<file path="src/rtl/conveyor_batch_ctrl.sv">
// Conveyor batch controller: counts IR object edges while the belt runs,
// stops the motor when the batch target is reached, and flags a jam when
// no object is seen for JAM_TIMEOUT_MS while running.
module conveyor_batch_ctrl #(
  parameter int CLOCK_FREQ     = 50_000_000,
  parameter int JAM_TIMEOUT_MS = 2000
) (
  input  logic       clk,
  input  logic       rst,
  input  logic       start_i,
  input  logic       pause_i,
  input  logic       abort_i,
  input  logic       obj_i,
  input  logic [7:0] batch_target_i,
  input  logic [7:0] pwm_duty_i,
  output logic       motor_en_o,
  output logic [1:0] motor_sel_o,
  output logic [7:0] pwm_duty_o,
  output logic [7:0] count_o,
  output logic       batch_done_o,
  output logic       jam_o,
  output logic [2:0] state_o
);

  localparam int JAM_CYCLES = (CLOCK_FREQ / 1000) * JAM_TIMEOUT_MS;
  localparam int TW         = (JAM_CYCLES > 1) ? $clog2(JAM_CYCLES + 1) : 1;
  localparam logic [TW-1:0] JAM_LAST = TW'(JAM_CYCLES - 1);

  typedef enum logic [2:0] {
    S_IDLE  = 3'd0,
    S_RUN   = 3'd1,
    S_PAUSE = 3'd2,
    S_DONE  = 3'd3,
    S_JAM   = 3'd4
  } state_t;

  state_t        state, nxt_state;
  logic [7:0]    count, nxt_count;
  logic [7:0]    target, nxt_target;
  logic [TW-1:0] timer, nxt_timer;
  logic          obj_q;
  logic          obj_edge;
  logic [7:0]    cnt_inc;
  logic          tgt_ok;

  // Rising edge of the object sensor against its registered copy
  assign obj_edge = obj_i & ~obj_q;
  // count < target holds in RUN, so the increment cannot overflow
  assign cnt_inc  = count + 8'd1;
  assign tgt_ok   = (batch_target_i != 8'd0);

  assign state_o  = state;
  assign count_o  = count;

  // Next-state, count, target and jam-timer decisions
  always_comb begin
    nxt_state  = state;
    nxt_count  = count;
    nxt_target = target;
    nxt_timer  = timer;
    if (abort_i) begin
      // count is kept for display; flags drop with the state
      nxt_state = S_IDLE;
    end else begin
      case (state)
        S_IDLE, S_DONE: begin
          if (start_i && tgt_ok) begin
            nxt_state  = S_RUN;
            nxt_target = batch_target_i;
            nxt_count  = 8'd0;
            nxt_timer  = '0;
          end
        end
        S_RUN: begin
          // Timer saturates at the jam limit so a pause taken on the last
          // cycle resumes straight into the timeout instead of wrapping.
          if (obj_edge) begin
            nxt_count = cnt_inc;
            nxt_timer = '0;
          end else if (timer != JAM_LAST) begin
            nxt_timer = timer + TW'(1);
          end
          if (obj_edge && (cnt_inc == target)) nxt_state = S_DONE;
          else if (pause_i)                    nxt_state = S_PAUSE;
          else if (!obj_edge && timer == JAM_LAST) nxt_state = S_JAM;
        end
        S_PAUSE: begin
          if (pause_i) nxt_state = S_RUN;
        end
        S_JAM: begin
          if (start_i) begin
            nxt_state = S_RUN;
            nxt_timer = '0;
          end
        end
        default: nxt_state = S_IDLE;
      endcase
    end
  end

  // State and registered outputs, all decoded from the next state
  always_ff @(posedge clk) begin
    if (rst) begin
      state        <= S_IDLE;
      count        <= 8'd0;
      target       <= 8'd0;
      timer        <= '0;
      obj_q        <= 1'b0;
      motor_en_o   <= 1'b0;
      motor_sel_o  <= 2'b00;
      pwm_duty_o   <= 8'd0;
      batch_done_o <= 1'b0;
      jam_o        <= 1'b0;
    end else begin
      state        <= nxt_state;
      count        <= nxt_count;
      target       <= nxt_target;
      timer        <= nxt_timer;
      obj_q        <= obj_i;
      motor_en_o   <= (nxt_state == S_RUN);
      motor_sel_o  <= (nxt_state == S_RUN) ? 2'b01 : 2'b00;
      pwm_duty_o   <= (nxt_state == S_RUN) ? pwm_duty_i : 8'd0;
      batch_done_o <= (nxt_state == S_DONE);
      jam_o        <= (nxt_state == S_JAM);
    end
  end

endmodule
</file>
<file path="config.mk">
export PLATFORM = sky130hd
export DESIGN_NAME = conveyor_batch_ctrl
export DESIGN_NICKNAME = d
export VERILOG_FILES = /design/src/rtl/conveyor_batch_ctrl.sv
export SDC_FILE = /design/constraint.sdc
export NUM_CORES = 1
export LEC_CHECK = 0
export BUFFER_PORTS_ARGS = -buffer_cell sky130_fd_sc_hd__buf_2
export CORE_AREA = 8 8 117 65
export CTS_CLUSTER_SIZE = 10
export DETAILED_ROUTE_END_ITERATION = 10
export DIE_AREA = 0 0 125 73
export PLACE_DENSITY = 0.72
export SLEW_MARGIN = 20
export SYNTH_ARGS = -nofsm -noshare
export SYNTH_HDL_FRONTEND = slang
export SYNTH_SLANG_ARGS = --single-unit
export TNS_END_PERCENT = 20
</file>
<file path="constraint.sdc">
create_clock -name clk -period 3.05 [get_ports clk]
set_clock_uncertainty 0.2 [all_clocks]
set_input_delay 0.61 -clock clk [delete_from_list [all_inputs] [get_ports clk]]
set_output_delay 0.61 -clock clk [all_outputs]
set_load 0.02 [all_outputs]
</file>
## Word-level counts from Yosys, hierarchy flattened

Cells that the tools add are included.

| operators by class | value |
|---|---|
| add/subtract/negate cells | 2 |
| equality and inequality tests | 14 |
| multiplexer cells | 17 |
| bitwise gates (word level) | 4 |
| reduce and logical (&&, ||, !) cells | 13 |

Operators with widths:

| cell | number |
|---|---|
| two-way mux 27 bit | 4 |
| one-hot mux 27 bit (3 select lines) | 1 |
| adder 27 x 1 -> 27 bit (second input constant) | 1 |
| == test 27 bit (second input constant) | 1 |
| != test 27 bit (second input constant) | 1 |
| two-way mux 3 bit | 7 |
| two-way mux 8 bit | 2 |
| one-hot mux 8 bit (2 select lines) | 1 |
| one-hot mux 3 bit (4 select lines) | 1 |
| == test 3 x 2 -> 1 bit (second input constant) | 3 |
| adder 8 x 1 -> 8 bit (second input constant) | 1 |
| == test 8 bit | 1 |
| nonzero test 8 bit | 1 |
| == test 3 x 1 -> 1 bit (second input constant) | 2 |
| == test 3 bit (second input constant) | 2 |
| != test 2 bit (second input constant) | 3 |
| AND reduction 5 bit | 1 |
| AND reduction 4 bit | 1 |
| OR reduction 2 bit | 2 |
| logical AND 1 bit | 3 |
| logical NOT 3 bit | 1 |
| != test 3 bit (second input constant) | 1 |
| inverter 1 bit | 3 |
| AND reduction 3 bit | 1 |
| 5 further kinds | 5 |

| word-level totals | value |
|---|---|
| register bits | 60 |
| input port bits | 22 |
| output and inout bits | 24 |
| logic and storage cells | 60 |

## Longest topological paths before layout

| depth | value |
|---|---|
| word-level depth | 12 |
| mapped depth | 9 |
| gate-level depth less buffers | 7 |

## Least setup slack after synthesis

OpenSTA, ideal clock, no wires.

| path | value |
|---|---|
| kind | input to register |
| from | in batch_target_i[5] |
| to | reg count[0] (netlist: count_o[0]) |
| library setup time | 0.063 ns |
| data arrival time | 2.300 ns |
| required time | 2.787 ns |
| path slack | 0.487 ns |
| stages on the path | 7 |
| buffers on the path | 1 |
| cell sequence | or4_1 -> o21a_4 -> maj3_2 -> and3_1 -> buf_6 -> mux2_4 -> nor2_2 |

| between the ends | value |
|---|---|
| cells in the longest elaborated chain, start to end | 4 |

RTL lines:

| element | line | source |
|---|---|---|
| start: declaration | 14 | `input logic [7:0] batch_target_i,` |
| nonzero test 8 bit | 50 | `assign tgt_ok = (batch_target_i != 8'd0);` |
| logical AND 1 bit | 67 | `if (start_i && tgt_ok) begin` |
| != test 2 bit (no line) | - |  |
| AND reduction 4 bit (no line) | - |  |
| end signal: assignment | 116 | `count <= nxt_count;` |
| end: declaration | 38 | `logic [7:0] count, nxt_count;` |

Every way passes these cells.
A chain may end at the register's enable or synchronous reset.

## Worst setup path in the final report

| path | value |
|---|---|
| from | reg count[1] (netlist: count_o[1]) |
| to | reg pwm_duty_o[3] |

| between the ends | value |
|---|---|
| cells in the longest elaborated chain, start to end | 9 |

RTL lines:

| element | line | source |
|---|---|---|
| adder 8 x 1 -> 8 bit | 49 | `assign cnt_inc = count + 8'd1;` |
| == test 8 bit | 83 | `if (obj_edge && (cnt_inc == target)) nxt_state = S_DONE;` |
| logical AND 1 bit | 83 |  |
| two-way mux 3 bit | 83 |  |
| one-hot mux 3 bit (4 select lines) | 65 | `case (state)` |
| two-way mux 3 bit | 61 | `if (abort_i) begin` |
| == test 3 x 1 -> 1 bit | 122 | `pwm_duty_o <= (nxt_state == S_RUN) ? pwm_duty_i : 8'd0;` |
| inverter 1 bit (no line) | - |  |
| OR reduction 2 bit (no line) | - |  |
| end signal: assignment | 122 |  |
| end: declaration | 18 | `output logic [7:0] pwm_duty_o,` |

Every way passes these cells.

==> flow_summary.yaml <==
outcome:
  outcome: "finished, final reports clean"
synthesis:
  syn_area_um2: 2980
  yosys.area.top_type: "dfxtp_1"
  synth_seq_area_share_pct: 38.9
  syn_area_per_cell_um2: 8.36
  synth_ff_type: "dfxtp_1"
  syn_inst: 357
  yosys_register_bits: 58
  synth_cell_type_count: 56
  synth_area_leaders: "dfxtp_1, nor2_1, xor2_1"
  synth_edf_count: 0
  synth_nets: 381
  ys_warn_count: 0
  async_flop_share_pct: 0
  synth_top_area_share_pct: 38.9
clocking:
  clkLatencyLatePin_ps: 330
  cts_tree: "yes"
  cts_buffers: 9
  postCtsHoldBufs: 0
  htree_levels: 3
  root_buffer: "clkbuf_16"
  clkSlewWorstSetupHoldPaths_ps: 50
  cts.path.max_buffers: 2
  cts.repair.resized: 0
  clock_sinks: 58
  cts_setup_buffers: 0
sta:
  finalSetupTns_ps: 0
  clock.fmax_mhz: 382
  fin_crit_sh_pct: 85.7
  slew_violations: 0
  setup_violations: 0
  max_slew_margin_pct: 43.3
  fin_ws_ps: 435
  tightest_slew_ps: 850
  fin_crit_ps: 2620
  hold_violations: 0
  rsz0062_at_grt: "false"
power_and_ir_drop:
  p_leak_uw: 0.00142
  p_total_uw: 1830
  power_density_nw_per_um2: 515
  peakVddDrop_v: 0.000344
global_routing:
  grt_usage_pct: 17.9
  grt_max_degree: 26
  grt_pass1_wl_um: 12800
  grt-ovfl-total: 0
  antenna_found_initial: 0
  grt_pass1_vias: 2368
drt:
  route.detailed.drc: 0
  wirelength_um: 8110
  dr_total_vias: 2803
  vias_per_cell: 5.79
  ant_nets: 0
  dr.first_iter.drc_count: 343
  wl_per_cell_um: 16.7
  dr.pass1.iters: 5
die:
  start_util_pct: 50.5
  core_um2: 5910
  die_x_um: 125
  ios: 46
  die_area_um2: 9130
  fp.dieH_um: 73
  fp-row-count: 20
finish:
  syn2layout_area_growth_pct: 18.9
  antenna_cells: 0
  fin_nets: 426
  drive_gt1_share_pct: 19.9
min_path:
  hp-class: "in2reg"
critical_path:
  cp_num_buf_inv: 0
  path_cells: "ha_1 > xor2_1 > nor3_1 > nand3_1 > nor3_1 > o2111ai_1 > a211oi_1"
  crit_path_max_fanout: 11
  startpoint_type: "flop"
  cpMaxStageDelayCell: "dfxtp_1"
  worstSetupPathType: "reg2reg"
  crit_top_cell: "nor3_1"
  max_stage_delay_ps: 460
  critical_path.top_delay_family: "compound AO/OA/AOI/OAI gates"
  crit_required_ps: 3090
  arrival_ps: 2650
  endpoint_kind: "flop"
placed_design:
  detailed_place_hpwl_um: 5960
  dpl_worst_slack_ps: 217
  numPortBuffers: 44
  globalplace.congestion: 0.915
job:
  maxCapViolations: 0
==> placed cells by master (no fill, tap or decap), drive strengths merged, types with 8 or more instances in the layout <==
| cell | synthesis | routed |
|---|---|---|
| dfxtp | 58 | 58 |
| buf | 9 | 54 |
| nor2 | 46 | 46 |
| nand3 | 22 | 22 |
| nand2 | 19 | 19 |
| xor2 | 16 | 16 |
| inv | 15 | 15 |
| a21oi | 14 | 14 |
| a211oi | 11 | 11 |
| o21ai | 11 | 11 |
| clkbuf | 11 | 10 |
| nor3 | 9 | 9 |
| nor4 | 9 | 9 |
| nand4 | 9 | 9 |
| xnor2 | 9 | 9 |
| mux2i | 8 | 8 |
| and3 | 8 | 8 |
==> tightest hold or removal path: stages <==
cell	delay, ps
buf_2	90
inv_1	40
a211oi_1	40
==> power by group <==
part | internal (uW) | leakage, uW | switching, uW | total [uW]
Sequential | 771 | 0.000469 | 9.08 | 780
Clock | 562 | 0.000138 | 350 | 912
Combinational | 51.6 | 0.000814 | 82.1 | 134
==> final timing paths <==
| path | depth (start not counted) | from | end | slack [ps] |
|---|---|---|---|---|
| setup / recovery | 7 | count_o[1] | pwm_duty_o[3] | 430 |
| setup reg to reg | 7 | count_o[1] | pwm_duty_o[3] | 430 |
| hold reg to reg | 2 | timer[1] | timer[1] | 300 |
| hold / removal | 3 | pwm_duty_i[6] | pwm_duty_o[6] | 290 |
==> through the flow <==
step,cell area (um2),util [%],hold WS (ps),cells
floorplan,2980,-,258,357
global placement,3280,55.5,274,468
detailed placement,3280,55.5,297,468
CTS,3550,60.1,286,484
global route,3550,60.1,287,484
finish,3550,60.1,293,484
==> sequential cells by signal, indices dropped and copies added, names as in the netlist <==
name	cells
count_o	8
pwm_duty_o	8
target	8
obj_q	1
motor_en_o	1
jam_o	1
batch_done_o	1
timer	27
state_o	3
==> routing by layer <==
layer	vias up	GRT usage, %	routed length [um]
met3	9	8.67	1040
met5	-	0	0
met4	0	5.48	81
li1	1374	-	-
met2	145	18.9	2770
met1	1275	27.9	4210
==> cells in the mapped netlist (all sizes together) (5+ instances only) <==
master  number
a211oi      11
a21oi       14
a311oi       5
and3         8
buf          9
clkbuf      11
dfxtp       58
inv         15
mux2i        8
nand2       19
nand2b       7
nand3       22
nand4        9
nor2        46
nor2b        7
nor3         9
nor4         9
o21ai       11
or3          6
or4          5
xnor2        9
xor2        16
==> cell type report <==
type                       instances  area, um2
fill                             524       2360
timing repair buffer              54        295
clock buffer                      10        239
sequential                        58       1160
tap                               77       96.3
clock inverter                     6       32.5
multi-input combinational        264       1670
inverter                          15       56.3
==> kinds of logic (layout without fill, tap and decap cells) <==
kind of cell / after synthesis / after routing / synth area share, %
and+or+nand+nor: 162 / 162 / 28.6
muxes: 9 / 9 / 3.19
other: 1 / 1 / 0.126
adders and majority gates: 3 / 3 / 1.22
AOI/OAI and AO/OA: 64 / 64 / 15.5
DFF: 58 / 58 / 38.9
xor gates and xnor gates: 25 / 25 / 7.34
buffers and inverters: 35 / 85 / 5.20
Power figures use the tool's default switching activity.
